### config.mk
export PLATFORM = sky130hd
export DESIGN_NAME = fetch_stage_flat
export DESIGN_NICKNAME = d
export VERILOG_FILES = /design/src/rtl/fetch_stage_pkg.sv /design/src/rtl/fetch_stage_if.sv /design/src/rtl/fetch_skid.sv /design/src/rtl/fetch_stage.sv /design/src/flat_wrapper.sv
export SDC_FILE = /design/constraint.sdc
export NUM_CORES = 1
export LEC_CHECK = 0
export BUFFER_PORTS_ARGS = -buffer_cell sky130_fd_sc_hd__buf_2
export CAP_MARGIN = 20
export CORE_MARGIN = 1.5
export CORE_UTILIZATION = 48
export CTS_BUF_LIST = sky130_fd_sc_hd__clkbuf_16
export DETAILED_ROUTE_END_ITERATION = 8
export GPL_TIMING_DRIVEN = 0
export PLACE_DENSITY = 0.77
export SLEW_MARGIN = 20
export SYNTH_ARGS = -nofsm -noshare
export SYNTH_HDL_FRONTEND = slang
export SYNTH_HIERARCHICAL = 1
export SYNTH_SLANG_ARGS = --single-unit
### constraint.sdc
create_clock -name clk -period 4.07 [get_ports clk]
set_input_delay 0.2035 -clock clk [delete_from_list [all_inputs] [get_ports clk]]
set_output_delay 0.2035 -clock clk [all_outputs]
set_load 0.005 [all_outputs]
### src/rtl/fetch_stage_pkg.sv
// Shared types for the instruction-fetch stage: scalar widths, the F/D
// pipeline register layout and the fetch FSM state encoding.
package fetch_stage_pkg;

    typedef logic [63:0] u64;
    typedef logic [31:0] u32;

    localparam u64 PC_INIT_DEFAULT = 64'h8000_0000;

    typedef struct packed {
        logic valid;
        u64   pc;
        u32   raw_instr;
    } fetch_data_t;

    typedef enum logic [1:0] {
        IDLE    = 2'd0,
        REQ     = 2'd1,
        HOLD    = 2'd2,
        DISCARD = 2'd3
    } fetch_state_t;

    // Bit 2 of the fetch address picks the 32-bit half of the 8-byte bus word.
    function automatic u32 select_instr(input logic upper_half, input u64 word);
        return upper_half ? word[63:32] : word[31:0];
    endfunction

endpackage

### src/rtl/fetch_stage_if.sv
// Instruction bus between the fetch stage (master) and the instruction memory
// (slave): one outstanding request, completed by iresp_data_ok.
interface fetch_stage_if;
    import fetch_stage_pkg::*;

    logic ireq_valid;
    u64   ireq_addr;
    logic iresp_data_ok;
    u64   iresp_data;

    modport master (
        output ireq_valid,
        output ireq_addr,
        input  iresp_data_ok,
        input  iresp_data
    );

    modport slave (
        input  ireq_valid,
        input  ireq_addr,
        output iresp_data_ok,
        output iresp_data
    );

endinterface

### src/rtl/fetch_skid.sv
// Single-entry {pc, instr} holding register that parks a fetched instruction
// while decode is stalled.
module fetch_skid
    import fetch_stage_pkg::*;
(
    input  logic clk,
    input  logic reset,
    input  logic load,
    input  logic clear,
    input  u64   pc_in,
    input  u32   instr_in,
    output u64   pc,
    output u32   instr
);

    always_ff @(posedge clk or negedge reset) begin
        if (!reset) begin
            pc    <= '0;
            instr <= '0;
        end else if (clear) begin
            pc    <= '0;
            instr <= '0;
        end else if (load) begin
            pc    <= pc_in;
            instr <= instr_in;
        end
    end

endmodule

### src/rtl/fetch_stage.sv
// Instruction-fetch stage: owns the fetch PC, drives the instruction bus and
// fills the F/D register, with a one-entry skid buffer and redirect handling.
//
//   state   | meaning
//   --------+-----------------------------------------------
//   IDLE    | just out of reset, no request yet
//   REQ     | request for pc outstanding on the bus
//   HOLD    | skid buffer full, decode stalled, no request
//   DISCARD | draining a request killed by a redirect
module fetch_stage
    import fetch_stage_pkg::*;
#(
    parameter u64 PC_INIT = PC_INIT_DEFAULT
) (
    input  logic                  clk,
    input  logic                  reset,
    input  logic                  stall,
    input  logic                  redirect_valid,
    input  u64                    redirect_pc,
    fetch_stage_if.master         ibus,
    output fetch_data_t           dataF
);

    fetch_state_t state, state_nxt;
    u64           pc, pc_nxt;
    u64           pend_pc, pend_pc_nxt;
    fetch_data_t  data_nxt;
    logic         skid_load;
    logic         skid_clear;
    u64           skid_pc;
    u32           skid_instr;
    u64           redirect_tgt;
    u32           fetched_instr;
    logic         unused_redirect_lsbs;

    assign redirect_tgt         = {redirect_pc[63:2], 2'b00};
    assign unused_redirect_lsbs = ^redirect_pc[1:0];
    assign fetched_instr        = select_instr(pc[2], ibus.iresp_data);

    fetch_skid u_skid (
        .clk      (clk),
        .reset    (reset),
        .load     (skid_load),
        .clear    (skid_clear),
        .pc_in    (pc),
        .instr_in (fetched_instr),
        .pc       (skid_pc),
        .instr    (skid_instr)
    );

    always_ff @(posedge clk or negedge reset) begin
        if (!reset) begin
            state <= IDLE;
        end else begin
            state <= state_nxt;
        end
    end

    always_comb begin
        state_nxt   = state;
        pc_nxt      = pc;
        pend_pc_nxt = pend_pc;
        data_nxt    = dataF;
        skid_load   = 1'b0;
        skid_clear  = 1'b0;

        if (redirect_valid) begin
            data_nxt.valid = 1'b0;
            skid_clear     = 1'b1;
            unique case (state)
                IDLE: begin
                    pc_nxt    = redirect_tgt;
                    state_nxt = REQ;
                end
                REQ: begin
                    if (ibus.iresp_data_ok) begin
                        pc_nxt = redirect_tgt;
                    end else begin
                        pend_pc_nxt = redirect_tgt;
                        state_nxt   = DISCARD;
                    end
                end
                HOLD: begin
                    pc_nxt    = redirect_tgt;
                    state_nxt = REQ;
                end
                DISCARD: begin
                    // The killed request may complete in the same cycle as a
                    // newer redirect; the newest target is fetched next.
                    if (ibus.iresp_data_ok) begin
                        pc_nxt    = redirect_tgt;
                        state_nxt = REQ;
                    end else begin
                        pend_pc_nxt = redirect_tgt;
                    end
                end
            endcase
        end else begin
            unique case (state)
                IDLE: begin
                    state_nxt = REQ;
                end
                REQ: begin
                    if (ibus.iresp_data_ok) begin
                        pc_nxt = pc + 64'd4;
                        if (stall) begin
                            skid_load = 1'b1;
                            state_nxt = HOLD;
                        end else begin
                            data_nxt = '{valid: 1'b1, pc: pc, raw_instr: fetched_instr};
                        end
                    end else if (!stall) begin
                        data_nxt.valid = 1'b0;
                    end
                end
                HOLD: begin
                    if (!stall) begin
                        data_nxt  = '{valid: 1'b1, pc: skid_pc, raw_instr: skid_instr};
                        state_nxt = REQ;
                    end
                end
                DISCARD: begin
                    if (ibus.iresp_data_ok) begin
                        pc_nxt    = pend_pc;
                        state_nxt = REQ;
                    end
                end
            endcase
        end
    end

    // In DISCARD pc still holds the killed address, so the bus address is pc
    // in every state.
    always_comb begin
        ibus.ireq_valid = (state == REQ) || (state == DISCARD);
        ibus.ireq_addr  = pc;
    end

    always_ff @(posedge clk or negedge reset) begin
        if (!reset) begin
            pc      <= PC_INIT;
            pend_pc <= '0;
            dataF   <= '0;
        end else begin
            pc      <= pc_nxt;
            pend_pc <= pend_pc_nxt;
            dataF   <= data_nxt;
        end
    end

endmodule

### src/flat_wrapper.sv
// flat-port wrapper written by rule: the top's interface ports become plain ports
module fetch_stage_flat import fetch_stage_pkg::*;
#(
    parameter u64 PC_INIT = PC_INIT_DEFAULT
)
  (clk, reset, stall, redirect_valid, redirect_pc, dataF, ibus_ireq_valid, ibus_ireq_addr, ibus_iresp_data_ok, ibus_iresp_data);
  fetch_stage_if ibus_i ();
  input  logic clk;
  input  logic reset;
  input  logic stall;
  input  logic redirect_valid;
  input  u64 redirect_pc;
  output fetch_data_t dataF;
  output wire logic [$bits(ibus_i.ireq_valid)-1:0] ibus_ireq_valid;
  output wire logic [$bits(ibus_i.ireq_addr)-1:0] ibus_ireq_addr;
  input wire logic [$bits(ibus_i.iresp_data_ok)-1:0] ibus_iresp_data_ok;
  input wire logic [$bits(ibus_i.iresp_data)-1:0] ibus_iresp_data;
  assign ibus_ireq_valid = ibus_i.ireq_valid;
  assign ibus_ireq_addr = ibus_i.ireq_addr;
  assign ibus_i.iresp_data_ok = ibus_iresp_data_ok;
  assign ibus_i.iresp_data = ibus_iresp_data;
  fetch_stage #(.PC_INIT(PC_INIT)) u_core (.clk(clk), .reset(reset), .stall(stall), .redirect_valid(redirect_valid), .redirect_pc(redirect_pc), .ibus(ibus_i), .dataF(dataF));
endmodule
======== After elaboration in Yosys (flattened, before gate mapping) ========
Index checks and enable logic that the tools add are counted.
storage, ports and cells
  flip-flop bits (word level) ............. 321
  input bits .............................. 133
  output and inout port bits .............. 162
  logic and storage cells ................. 68
operators by class
  $add $sub $neg .......................... 1
  eq/ne operators ......................... 13
  multiplexer cells ....................... 31
  bitwise gates (word level) .............. 2
  reductions and logical operators ........ 13
operator list
  cell                                                    number
  2-to-1 mux 64 bit                                       6
  one-hot mux 64 bit (2 select lines)                     2
  2-to-1 mux 97 bit                                       2
  one-hot mux 97 bit (2 select lines)                     1
  2-to-1 mux 32 bit                                       3
  2-to-1 mux 96 bit                                       1
  adder 64 x 3 -> 64 bit (second input constant)          1
  inequality test 3 bit (second input constant)           6
  2-to-1 mux 2 bit                                        6
  2-to-1 mux 1 bit                                        8
  one-hot mux 2 bit (4 select lines)                      1
  AND reduction 4 bit                                     2
  inequality test 2 bit (second input constant)           3
  one-hot mux 2 bit (3 select lines)                      1
  AND reduction 3 bit                                     2
  nonzero test 3 bit                                      2
  AND reduction 5 bit                                     1
  == test 2 bit (second input constant)                   2
  nonzero test 2 bit                                      2
  OR reduction 2 bit                                      2
  inequality test 3 x 2 -> 1 bit (second input constant)  1
  == test 2 x 1 -> 1 bit (second input constant)          1
  logical NOT 2 bit                                       1
  inverter 1 bit                                          2
  logical OR 1 bit                                        1

======== Logic depth before layout (Yosys ltp) ========
Gate-level depths: netlist (run 1).
  depth after elaboration ................. 6
  gate-level depth with buffers ........... 12
  mapped depth without buffers ............ 8

======== By module ========
Netlist (run 1), hierarchy kept.
modules (own cells, without submodules)
  module       times used  cells an instance  area an instance (um2)  seq. area each (um2)
  fetch_stage  1           1303               12195.4                 5581.6
  fetch_skid   1           310                3910.0                  2402.3

======== Least setup slack after synthesis (run 1) ========
Ideal clock, no wire load.
  path kind ............................... flip-flop to flip-flop
  start point ............................. register u_core.state[0]
  end point ............................... register u_core.pc[8], in the netlist u_core/ibus.ireq_addr[8]
  setup time .............................. 136 ps
  data arrival time ....................... 2060 ps
  required time ........................... 3934 ps
  slack ................................... 1874 ps
  stages on the path, launching flop included .. 9
  period minus slack after synthesis ...... 2196 ps
  cells stage by stage .................... dfrtp_1 ha_1 clkbuf_1 o21ai_1 a21boi_0 clkbuf_1 buf_2 clkbuf_1 a22oi_1
on the way
  longest elaborated chain between the ends .. 4
  elaborated cells between the ends (all ways) .. 14
  those cells by class .................... eq/ne (6); mux (3); reduce/logical (5)
RTL lines
  what                                                                                                    line                                  text
  start: declaration                                                                                      fetch_stage.sv:24                     fetch_state_t state, state_nxt;
  start signal: assignment                                                                                fetch_stage.sv:55                     state <= state_nxt;
  == test 2 bit, or another cell as far along                                                             fetch_stage.sv:70, fetch_stage.sv:99
  OR reduction 2 bit (no source line)                                                                     --
  inequality test 3 x 2 -> 1 bit (no source line) or one-hot mux 64 bit (2 select lines) (tied branches)  --
  AND reduction 4 bit (no source line) or 2-to-1 mux 64 bit (tied branches)                               --
  end signal: assignment                                                                                  fetch_stage.sv:145                    pc <= pc_nxt;
  end: declaration                                                                                        fetch_stage.sv:25                     u64 pc, pc_nxt;
Parallel ways exist; a longest one is shown, timed or not.
A chain may end at the register's enable or synchronous reset.

======== Worst setup path in the final report (run 1) ========
  start point ............................. register u_core.state[1]
  end point ............................... register, netlist name u_core/dataF[71]
on the way
  longest elaborated chain between the ends .. 3
  elaborated cells between the ends (all ways) .. 8
  those cells by class .................... eq/ne (5); mux (1); reduce/logical (2)
RTL lines
  what                                                                          line               text
  == test 2 x 1 -> 1 bit or == test 2 bit (tied branches)                       fetch_stage.sv:99  unique case (state)
  inequality test 2 bit (no source line) or nonzero test 2 bit (tied branches)  --
  AND reduction 5 bit (no source line)                                          --
Parallel ways exist; a longest one is shown, timed or not.

==> results_dict.tcl, run 1 <==
set metrics [dict create \
    synth_top_area_cell "dfrtp_1" \
    cts_max_level 2 \
    gp_congestion 0.9587 \
    rsz0062_at_grt "no" \
    worstHoldStart "stall" \
    path_class "register to register" \
    relSlewSlack_pct 28.79 \
    synth.most_common_cell "dfrtp_1" \
    ys_ff_latch 319 \
    ff_latch_area_mm2 0.007984 \
    viasPerCell 5.915 \
    fin_nets 2147 \
    dr.pass1.iters 6 \
    r2r_slack_ps 230 \
    fillers 2719 \
    ir_worst_vdd_mv 0.5171 \
    outcome "completed" \
    wl_per_cell_um 21.27 \
    drv_slew 0 \
    hold_path.class "input pin to register" \
    post-route-period-util_pct 94.31 \
    cts.sinks 319 \
    avgSynthCellArea_um2 9.985 \
    grt_pass1_wl_um 79870 \
    hold_viol_final 0 \
    cp.required_ps 4470 \
    design.core.area_mm2 0.03278 \
    synth_top_cell_area_share_pct 49.41 \
    antenna_found_initial 6 \
    initial_utilization_pct 49.13 \
    synth_seq_area_share_pct 49.57 \
    worst_pin_slew_ps 1068 \
    power.leakage_nw 8.811 \
    io_buffer_count 290 \
    max_freq_mhz 260.5 \
    wirelength_um 52780 \
    ys.warnings.count 6 \
    r2r_end "u_core/dataF[71]" \
    netlist_area_mm2 0.01611 \
    finClkSkew_ps 15.19 \
    crit_path_end_kind "register" \
    path_clk_slew_ps 60 \
    design.die.area_mm2 0.03466 \
    drc 0 \
    cts_tree "built" \
    r2r_cells 12 \
    ys.flop_type "dfrtp_1" \
    finalPower_mw 14.29 \
    die_h_um 186.2 \
    min_period_ps 3839 \
    crit_path_start_kind "register" \
    grt_use_total_pct 30.12 \
    grt_max_degree 99 \
    max_cap_viol_count 0 \
    synth_area_leaders "dfrtp_1 49%, mux2i_1 10%, mux2_2 6.4%, nor2_1 4.8%, o21ai_0 4.1%" \
    ant_nets 0 \
    synth_cell_type_count 75 \
    finalSetupViolations 0 \
    first_global_vias 14310 \
    cts_buffer_depth 3 \
    finalInstanceArea_mm2 0.01991 \
    worstPathArrival_ps 4240 \
    dp_hpwl_um 36900 \
    die_w_um 186.2 \
    multi_input_area_mm2 0.007441 \
    rows 66 \
    cts-root-buf "clkbuf_16" \
    insertion_delay_ps 520 \
    power.density_mw_per_mm2 717.7 \
    drive_gt1_share_pct 23.62 \
    io_pins 295 \
    vias 14680 \
    cts_buffers 35 \
    grt_overflow 0 \
    syn_inst 1613 \
    ys_top_cells_by_count "318 x dfrtp_1, 204 x nor2_1, 167 x nand2_1" \
    dpl-instance-area_mm2 0.01821 \
    synthArstFlopShare_pct 100.0 \
    area_growth_pct 23.62 \
    synth-edff-count 0 \
    holdPathEnd "u_core/dataF[96]" \
    path_max_fanout 11 \
    r2r_start "u_core/state[1]" \
    min_path_cells 3 \
    drt_iter0_markers 1479 \
]
## sequential cells by signal, summed over array words and instances (netlist names)
register,cells
u_core/u_skid/pc,64
u_core/pend_pc,62
u_core/dataF,97
u_core/u_skid/instr,32
u_core/state,2
u_core/ibus.ireq_addr,62
## worst max path at each step
stage	endpoint	from	cells after the start
detailed placement	u_core/dataF[13]	u_core/state[1]	12
finish	u_core/dataF[71]	u_core/state[1]	12
CTS	u_core/dataF[71]	u_core/state[1]	12
floorplan	u_core/ibus.ireq_addr[8]	u_core/state[0]	8
global placement	u_core/dataF[14]	reset	1
global route	u_core/dataF[58]	u_core/state[1]	12
## layout make-up
type	instances	share of cell area, %
Clock buffer	35	4.399
Buffer	125	3.060
Sequential cell	319	40.10
Inverter	22	0.4148
Timing Repair Buffer	356	10.92
Tap cell	442	2.778
Clock inverter	25	0.8546
Antenna cell	8	0.1005
Multi-Input combinational cell	1150	37.37
## critical path, stage by stage (launching register included)
cell and delay [ps]:
dfrtp_1 410, inv_1 120, ha_1 150, clkbuf_1 290, inv_1 110, nor2_1 160, nor2_1 50, o21ai_1 190
clkbuf_1 820, clkbuf_1 810, buf_2 390, nand2_1 90, o21ai_0 130
## cells in the final DEF (no fill, tap or decap), types with 6 or more instances in the layout
cell type / n
a21oi_1: 59
a221o_1: 9
a221oi_1: 11
a22o_1: 6
a22oi_1: 9
a31oi_1: 6
and3_1: 10
buf_1: 7
buf_2: 307
buf_4: 9
clkbuf_1: 85
clkbuf_16: 35
clkinv_1: 10
clkinv_2: 6
dfrtp_1: 318
diode_2: 8
dlygate4sd3_1: 63
inv_1: 25
mux2_2: 91
mux2i_1: 166
nand2_1: 167
nand2b_1: 7
nand3_1: 24
nand4_1: 20
nor2_1: 204
nor2b_1: 33
nor3_1: 28
nor4_1: 12
o21ai_0: 131
o22ai_1: 12
o2bb2ai_1: 7
o31ai_1: 37
xnor2_1: 13
xor2_1: 8
## cell families (layout without fill, tap and decap cells)
group / after synthesis / count (layout) / synth area share, %
AO/OA/AOI/OAI: 334 / 334 / 13.05
adder cells (fa/ha/maj): 5 / 5 / 0.3884
flip-flops: 319 / 319 / 49.57
buffers and inverters: 147 / 563 / 4.296
XOR/XNOR: 21 / 21 / 1.142
other: 1 / 12 / 0.02328
AND/OR/NAND/NOR: 528 / 528 / 14.78
multiplexers: 258 / 258 / 16.75
## metal layers
| layer | track usage, % | share of wire (%) | vias to the layer above |
|---|---|---|---|
| li1 | - | - | 6525 |
| met1 | 38.93 | 40 | 7180 |
| met3 | 6.094 | 9.1 | 157 |
| met2 | 49.22 | 46 | 818 |
| met5 | 0 | 0 | - |
| met4 | 13.29 | 4.1 | 0 |
## stage by stage
step                setup slack (ps)  hold slack [ps]  instances  setup TNS (ps)  util (%)
detailed placement             341.8            223.4       2351               0     55.56
CTS                            242.1            5.889       2474               0     60.67
finish                         231.4            38.32       2482               0     60.73
global placement               -3222            432.6       2348        -1014430     55.27
global route                   70.33            26.36       2478               0     60.70
floorplan                       1874           -92.09       1616               0         -
## timing repair
item / in CTS / in global routing
endpoints found under the hold margin: 139 / 0
setup buffers: 0 / 0
gates resized for setup: 0 / 0
hold buffers: 63 / 0
## report_power, final
group | total (mW) | switching, mW | internal, mW
registers | 5.43 | 1.13 | 4.30
logic | 5.89 | 3.47 | 2.43
clock network | 2.97 | 1.28 | 1.69
total | 14.3 | 5.87 | 8.42
No activity file was read; power rests on OpenSTA's default activity.
==> run 2: changes to the inputs <==
CORE_ASPECT_RATIO = 1.25   (was not set)
==> run 2 against run 1 <==
Net effect:
- the run now ends with DRC left
- critical path depth did not move
- die area barely moved
- combinational power barely moved
- setup slack got worse by 72 ps
- utilization fell by 0.10 points
- worst hold slack got worse by 15 ps
- cell area barely moved
- via count fell by 1.4%
- critical endpoint is now u_core/dataF[67]
- first-iteration DRC count fell by 12%
- sequential power fell by 0.7%
==> results_dict.tcl, run 2 (same netlist as run 1, synthesis figures left out) <==
set metrics [dict create \
    grt_use_total_pct 29.99 \
    worstHoldStart "stall" \
    mostFrequentLayoutCells "318 x dfrtp_1, 307 x buf_2, 204 x nor2_1" \
    drc 27 \
    vias 14480 \
    io_pins 295 \
    place_inst 2327 \
    hold_path.class "input pin to register" \
    grt_max_degree 100 \
    fin_nets 2146 \
    path_max_fanout 10 \
    critPathMaxStageDelay_ps 950 \
    final_util_pct 60.63 \
    crit_path_end_kind "register" \
    power.leakage_nw 8.846 \
    grt_pass1_wl_um 81560 \
    max_freq_mhz 255.7 \
    rows 74 \
    design.die.area_mm2 0.03467 \
    finalSetupViolations 0 \
    hold_ws_ps 23.82 \
    drv_slew 0 \
    grt_overflow 0 \
    violations "DRC" \
    path_class "register to register" \
    min_period_ps 3911 \
    drt_iter0_markers 1299 \
    insertion_delay_ps 530 \
    final_common_cell "dfrtp_1" \
    wl_per_cell_um 21.65 \
    rsz0062_at_grt "no" \
    wirelength_um 53030 \
    antenna_found_initial 0 \
    first_global_vias 14550 \
    viasPerCell 5.911 \
    cts_buffer_depth 3 \
    dr.pass1.iters 9 \
    max_cap_viol_count 0 \
    outcome "complete, but fails checks" \
    gp_congestion 0.9549 \
    power.density_mw_per_mm2 724.5 \
    die_w_um 166.8 \
    fillers 2721 \
    ant_nets 0 \
    worstPathArrival_ps 4350 \
    r2r_cells 12 \
    cts.sinks 319 \
    relSlewSlack_pct 18.45 \
    cp.required_ps 4510 \
    io_buffer_count 290 \
    r2r_slack_ps 160 \
    crit_path_start_kind "register" \
    worst_pin_slew_ps 1223 \
    fin_setup_tns_ps 0 \
    finalPower_mw 14.44 \
    cts_buffers 34 \
    initial_utilization_pct 49.00 \
    path_clk_slew_ps 60 \
    ir_worst_vdd_mv 0.3941 \
    cts_setup_buffers 0 \
    diodes 0 \
    cts_max_level 2 \
    design.core.area_mm2 0.03287 \
    regMostFlops "u_core/dataF" \
    top_regs "u_core/dataF x97, u_core/u_skid/pc x64" \
    finalNonFillerCells 2449 \
    slowest_stage "clkbuf_1" \
    largest_reg_flops 97 \
    holdPathEnd "u_core/dataF[96]" \
    dp_hpwl_um 37170 \
    post-route-period-util_pct 96.08 \
    cts_tree "built" \
    drive_gt1_share_pct 23.83 \
    r2r_start "u_core/state[1]" \
    hold_viol_final 0 \
    finClkSkew_ps 16.77 \
    area_growth_pct 23.73 \
    r2r_end "u_core/dataF[67]" \
    worstPathCellList "inv_1 -> ha_1 -> clkbuf_1 -> inv_1 -> nor2_1 -> nor2_1 -> o21ai_1 -> clkbuf_1 -> clkbuf_2 -> buf_2 -> nand2_1 -> o21ai_0" \
    min_path_cells 3 \
    die_h_um 207.8 \
    cts-root-buf "clkbuf_16" \
]
[run 2: worst max-delay path, delay by kind of cell, from the launching register on]
kind | cells | cell delay (ps)
compound gates | 2 | 440
simple gates | 3 | 330
flops | 1 | 410
fa+ha+maj | 1 | 160
buf+inv | 6 | 2460
[run 2: metal layers]
layer  up-vias  routed length (um)  part of all wire (%)  GRT usage [%]
li1       6510                   -                     -              -
met1      7011               20330                    38          36.64
met2       797               25760                    49          50.87
met3       159                4519                   8.5          5.720
met4         0                2415                   4.6          14.58
met5         -                   0                     0              0
[run 2: worst max path at each step]
stage                     cells past startpoint                  endpoint             from
after floorplan                               8  u_core/ibus.ireq_addr[8]  u_core/state[0]
after global placement                        1          u_core/dataF[55]            reset
after detailed placement                     12          u_core/dataF[31]  u_core/state[1]
after CTS                                    12          u_core/dataF[31]  u_core/state[1]
after global routing                         12          u_core/dataF[64]  u_core/state[1]
final                                        12          u_core/dataF[67]  u_core/state[1]
[run 2: what timing repair did]
action                                  CTS  global route
hold buffers                             63             0
resized for setup                         1             0
endpoints found under the setup margin   80             0
endpoints found under the hold margin   126             0
[run 2: report_power, final]
| group | internal, mW | switching, mW |
|---|---|---|
| registers | 4.30 | 1.09 |
| clock network | 1.83 | 1.31 |
| logic | 2.43 | 3.48 |
[run 2: final cells by class]
| type | count | area (um2) | share of cell area, % |
|---|---|---|---|
| repair buffers | 356 | 2175 | 10.91 |
| inverters | 22 | 82.58 | 0.4144 |
| plain buffers | 125 | 610.6 | 3.064 |
| flip-flops and latches | 319 | 7984 | 40.06 |
| multi-input cells | 1150 | 7441 | 37.34 |
| well taps | 418 | 523.0 | 2.624 |
| clock buffers | 37 | 925.9 | 4.646 |
| clock inverters | 22 | 186.4 | 0.9355 |
[run 2: stage by stage]
stage | setup WS, ps | cell area [um2]
after floorplan | 1874 | 16120
after global placement | -3273 | 18090
after detailed placement | -202.4 | 18180
after CTS | 169.8 | 19930
after global routing | 21.73 | 19930
final | 159.3 | 19930
